$ cat src/rtl/data_memory_arbiter.sv
// Two-requester arbiter for the single data_memory port: one registered strobe cycle
// per access, then a one-cycle acknowledge with read data to the winning requester.
//
// state  | meaning
// IDLE   | no access in flight; sample requests and grant one
// ACCESS | mem strobe asserted for exactly this cycle; read data sampled at its closing edge
// DONE   | owner's ack asserted for exactly this cycle
module data_memory_arbiter #(
    parameter int ROUND_ROBIN      = 1,
    parameter int RESET_PRIORITY_B = 0
) (
    input  logic        clock,
    input  logic        reset,
    input  logic        a_req_in,
    input  logic [31:0] a_addr_in,
    input  logic [31:0] a_writedata_in,
    input  logic        a_we_in,
    input  logic [1:0]  a_size_in,
    output logic        a_ack_out,
    output logic [31:0] a_readdata_out,
    input  logic        b_req_in,
    input  logic [31:0] b_addr_in,
    input  logic [31:0] b_writedata_in,
    input  logic        b_we_in,
    input  logic [1:0]  b_size_in,
    output logic        b_ack_out,
    output logic [31:0] b_readdata_out,
    output logic [31:0] mem_addr_out,
    output logic [31:0] mem_writedata_out,
    output logic        mem_re_out,
    output logic        mem_we_out,
    output logic [1:0]  mem_size_out,
    input  logic [31:0] mem_readdata_in,
    output logic        busy_out
);

    typedef enum logic [1:0] {
        S_IDLE,
        S_ACCESS,
        S_DONE
    } state_t;

    localparam logic LP_RR          = (ROUND_ROBIN != 0);
    localparam logic LP_RST_PRIO_B  = (ROUND_ROBIN != 0) && (RESET_PRIORITY_B != 0);

    state_t      r_state;
    logic        r_owner_b;
    logic        r_prio_b;
    logic        r_a_ack;
    logic        r_b_ack;
    logic [31:0] r_a_rdata;
    logic [31:0] r_b_rdata;
    logic [31:0] r_mem_addr;
    logic [31:0] r_mem_wdata;
    logic        r_mem_re;
    logic        r_mem_we;
    logic [1:0]  r_mem_size;

    // B wins when it is alone, or on a tie when it holds round-robin priority.
    logic w_grant_b;
    logic w_req_any;
    logic w_win_we;
    assign w_grant_b = b_req_in && (!a_req_in || (LP_RR && r_prio_b));
    assign w_req_any = a_req_in || b_req_in;
    assign w_win_we  = w_grant_b ? b_we_in : a_we_in;

    always_ff @(posedge clock) begin
        if (reset) begin
            r_state     <= S_IDLE;
            r_owner_b   <= 1'b0;
            r_prio_b    <= LP_RST_PRIO_B;
            r_a_ack     <= 1'b0;
            r_b_ack     <= 1'b0;
            r_a_rdata   <= 32'h0;
            r_b_rdata   <= 32'h0;
            r_mem_addr  <= 32'h0;
            r_mem_wdata <= 32'h0;
            r_mem_re    <= 1'b0;
            r_mem_we    <= 1'b0;
            r_mem_size  <= 2'b00;
        end else begin
            case (r_state)
                S_IDLE: begin
                    r_a_ack <= 1'b0;
                    r_b_ack <= 1'b0;
                    if (w_req_any) begin
                        r_owner_b   <= w_grant_b;
                        r_mem_addr  <= w_grant_b ? b_addr_in      : a_addr_in;
                        r_mem_wdata <= w_grant_b ? b_writedata_in : a_writedata_in;
                        r_mem_size  <= w_grant_b ? b_size_in      : a_size_in;
                        r_mem_we    <= w_win_we;
                        r_mem_re    <= !w_win_we;
                        r_state     <= S_ACCESS;
                    end
                end
                S_ACCESS: begin
                    if (r_mem_re) begin
                        if (r_owner_b) r_b_rdata <= mem_readdata_in;
                        else           r_a_rdata <= mem_readdata_in;
                    end
                    r_mem_addr  <= 32'h0;
                    r_mem_wdata <= 32'h0;
                    r_mem_size  <= 2'b00;
                    r_mem_re    <= 1'b0;
                    r_mem_we    <= 1'b0;
                    r_a_ack     <= !r_owner_b;
                    r_b_ack     <= r_owner_b;
                    if (LP_RR) r_prio_b <= !r_owner_b;
                    r_state     <= S_DONE;
                end
                S_DONE: begin
                    r_a_ack <= 1'b0;
                    r_b_ack <= 1'b0;
                    r_state <= S_IDLE;
                end
                default: begin
                    r_state <= S_IDLE;
                end
            endcase
        end
    end

    assign a_ack_out         = r_a_ack;
    assign b_ack_out         = r_b_ack;
    assign a_readdata_out    = r_a_rdata;
    assign b_readdata_out    = r_b_rdata;
    assign mem_addr_out      = r_mem_addr;
    assign mem_writedata_out = r_mem_wdata;
    assign mem_re_out        = r_mem_re;
    assign mem_we_out        = r_mem_we;
    assign mem_size_out      = r_mem_size;
    assign busy_out          = (r_state != S_IDLE);

endmodule

$ cat config.mk
export PLATFORM = sky130hd
export DESIGN_NAME = data_memory_arbiter
export DESIGN_NICKNAME = d
export VERILOG_FILES = /design/src/rtl/data_memory_arbiter.sv
export SDC_FILE = /design/constraint.sdc
export NUM_CORES = 1
export LEC_CHECK = 0
export ABC_AREA = 1
export BUFFER_PORTS_ARGS = -buffer_cell sky130_fd_sc_hd__buf_2
export CAP_MARGIN = 5
export CORE_ASPECT_RATIO = 0.5
export CORE_MARGIN = 8
export CORE_UTILIZATION = 46
export DETAILED_ROUTE_END_ITERATION = 7
export PLACE_DENSITY_LB_ADDON = 0.2
export SLEW_MARGIN = 20
export SYNTH_ARGS = -nofsm -noshare
export SYNTH_HDL_FRONTEND = slang
export SYNTH_SLANG_ARGS = --single-unit
$ cat constraint.sdc
create_clock -name clock -period 1.6 [get_ports clock]
set_clock_uncertainty 0.15 [all_clocks]
set_input_delay 0.24 -clock clock [delete_from_list [all_inputs] [get_ports clock]]
set_output_delay 0.24 -clock clock [all_outputs]
set_load 0.05 [all_outputs]
==> summary.md <==
| Metric | Value |
|---|---|
| Post-route ant nets | `0` |
| Synthesized cell area | `0.00600 sq mm` |
| Most frequent cell after synthesis | `nand2_1` |
| List of most frequent post-synthesis cells | `nand2_1, inv_1, dfxtp_1` |
| Setup violators final | `0` |
| Largest net degree at the start of global routing | `59` |
| Rows | `29` |
| DR vias | `7470` |
| Number of buffers created by CTS | `17` |
| PwrDens | `1030 mW/mm^2` |
| Final Max Tran Viols | `0` |
| Clock Sinks | `138` |
| Nets | `1492` |
| Layout cells sized above 1 | `27.4%` |
| Peak Freq | `640 MHz` |
| Final setup TNS | `0 ns` |
| Uppermost routed layer | `met4` |
| Setup crit end kind | `output port` |
| Die W | `178 um` |
| Initial antenna violation count | `4` |
| Core ar. | `0.0127 sq mm` |
| Placer Congestion | `0.803` |
| Initial core utilization | `47.3%` |
| Boundary Pins | `305` |
| Die area | `0.0172 sq mm` |
| Status | `finished, final reports clean` |
| Dpl ws | `0.0241 ns` |
| CP startpoint kind | `flop` |
| Yosys reg bits | `138` |
| Maximum VDD drop | `0.000691 V` |
| Post-synth EDFFs | `0` |
| Max-slew headroom | `77.6%` |
| Worst path cell trace | `inv_2 > nand2_1 > buf_4` |
| DR vias/cell | `4.95` |
| Clock Latency Late Sink | `0.40 ns` |
| Worst-margin pin slew | `0.337 ns` |
| Syn Area/Cell | `6.71 sq um` |
| Vias in the first global route | `7558` |
| First-pass GRT wire length | `37500 um` |
| WS Path Type | `flop to output port` |
| Area Growth Syn to Fin | `61.1%` |
| Initial DRC count | `433` |
| Slowest-stage cell, CP | `dfxtp_1` |
| Sequential fraction of the synthesis area | `46.0%` |
| Tcrit/Tclk final | `97.6%` |
| Root Buffer | `clkbuf_16` |
| Floorplan die height | `96.8 um` |
| Post-Route M1 WL | `8580 um` |
| Final worst setup slack | `0.0378 ns` |
| Tightest Hold Check Type | `input pin to flop` |
| Synthesized Nets | `1065` |
| Lkg Pwr | `0.00545 uW` |
| Setup Buffers After CTS | `0` |
| Largest fanout on the critical path | `4` |
| RSZ-0062 raised after global routing | `no` |
| Top FF cell, synth | `dfxtp_1` |
| GRT Overall Usage | `26.5%` |
| WL final | `23600 um` |
| Clock buffer depth | `2` |
| DP HPWL | `14000 um` |
| Yosys Warn Count | `0` |
| Max incr delay on CP | `0.40 ns` |
| DR DRC count | `0` |
| Wire per inst | `15.6 um` |
| PortBufs | `304` |
| Share of the synthesized area in the top cell type | `46.0%` |
| Clock slew at reported path FFs | `0.06 ns` |
| H-Tree Depth | `4` |
| MaxCap Viol Count | `0` |
| Ys async rst share | `0%` |
| DR WL met3 | `2300 um` |
| Post-Synthesis Cells | `895` |
| Total grt overflow | `0` |
| Critical Path AT | `1.17 ns` |
| Routed met2 length | `11600 um` |
| Fin. Hold Viols | `0` |
| Tmin final | `1.56 ns` |
| Netlist cell types | `19` |
| TritonCTS clock tree | `yes` |
| Worst Path Required | `1.21 ns` |
| Area contributors post-synth | `dfxtp_1, nand2_1, nand3_1` |
| Drt pass-1 iters | `5` |
| Cell accounting for the most synthesized area | `dfxtp_1` |
## timing repair
item                                   CTS  global route
hold buffers                           141             0
setup endpoints to repair                2            13
resized for setup                        2             3
endpoints found under the hold margin  124             0
## final timing paths
kind	from	end	slack, ns	cells after the start
worst min-delay path	a_writedata_in[25]	mem_writedata_out[25]	0.008	5
worst max-delay path	r_state[1]	busy_out	0.04	3
worst max register to register	r_state[0]	mem_writedata_out[3]	0.11	6
worst min register to register	mem_addr_out[8]	mem_addr_out[8]	0.31	2
## per-stage QoR
| stage | instances | hold WS [ns] | power [uW] | cell area (sq um) | util (%) |
|---|---|---|---|---|---|
| floorplan | 895 | 0.159 | 5340 | 6000 | - |
| global placement | 1332 | 0.304 | 5990 | 7670 | 60.4 |
| detailed placement | 1332 | 0.307 | 6020 | 7670 | 60.4 |
| CTS | 1505 | 0.0000702 | 10000 | 9650 | 76.0 |
| global route | 1509 | 0.00755 | 10400 | 9670 | 76.1 |
| finish | 1509 | 0.00775 | 10000 | 9670 | 76.1 |
## layer usage
metal / GRT usage (%) / vias up
met5: 0 / -
met4: 15.2 / 0
met3: 8.84 / 100
met2: 46.1 / 414
met1: 27.7 / 3378
li1: - / 3578
## cells in the final DEF (no fill, tap or decap), types with 4 or more instances in the layout
cell | netlist | final
buf_12 | 0 | 9
buf_2 | 30 | 303
buf_4 | 12 | 8
clkbuf_16 | 0 | 17
clkinvlp_4 | 0 | 6
dfxtp_1 | 138 | 137
diode_2 | 0 | 4
dlygate4sd3_1 | 0 | 141
inv_1 | 139 | 139
inv_2 | 6 | 5
nand2_1 | 208 | 208
nand3_1 | 136 | 136
nor2_1 | 136 | 136
o21ai_0 | 46 | 45
o21ai_1 | 20 | 21
## final cells by class
class	count	area, sq um
diodes	4	10.0
repair buffers	462	3180
fillers	910	3030
clock inverters	12	115
flip-flops and latches	138	2760
well taps	170	213
multi-input cells	558	2390
clock buffers	20	447
inverters	145	547
## report_power, final
| group | switching (uW) | internal (uW) |
|---|---|---|
| Clock | 1530 | 2190 |
| Combinational | 1660 | 820 |
| Sequential | 132 | 3680 |
| Total | 3310 | 6690 |
## registers in the layout (all words and copies together) (netlist names), 2 cells and up
| register | flops |
|---|---|
| b_readdata_out | 32 |
| mem_addr_out | 32 |
| r_state | 2 |
| mem_size_out | 2 |
| mem_writedata_out | 32 |
| a_readdata_out | 32 |
## critical path, delay by kind of cell (launching register included)
kind	cells	cell delay (ns)
simple gates	1	0.10
buf+inv	2	0.27
flops	1	0.40
## cell families after synthesis
group / count (synthesis) / share of synthesized area, %
buf+inv: 199 / 14.1
simple gates: 488 / 33.9
compound gates: 70 / 6.02
flops: 138 / 46.0
No activity file was read; power rests on OpenSTA's default activity.
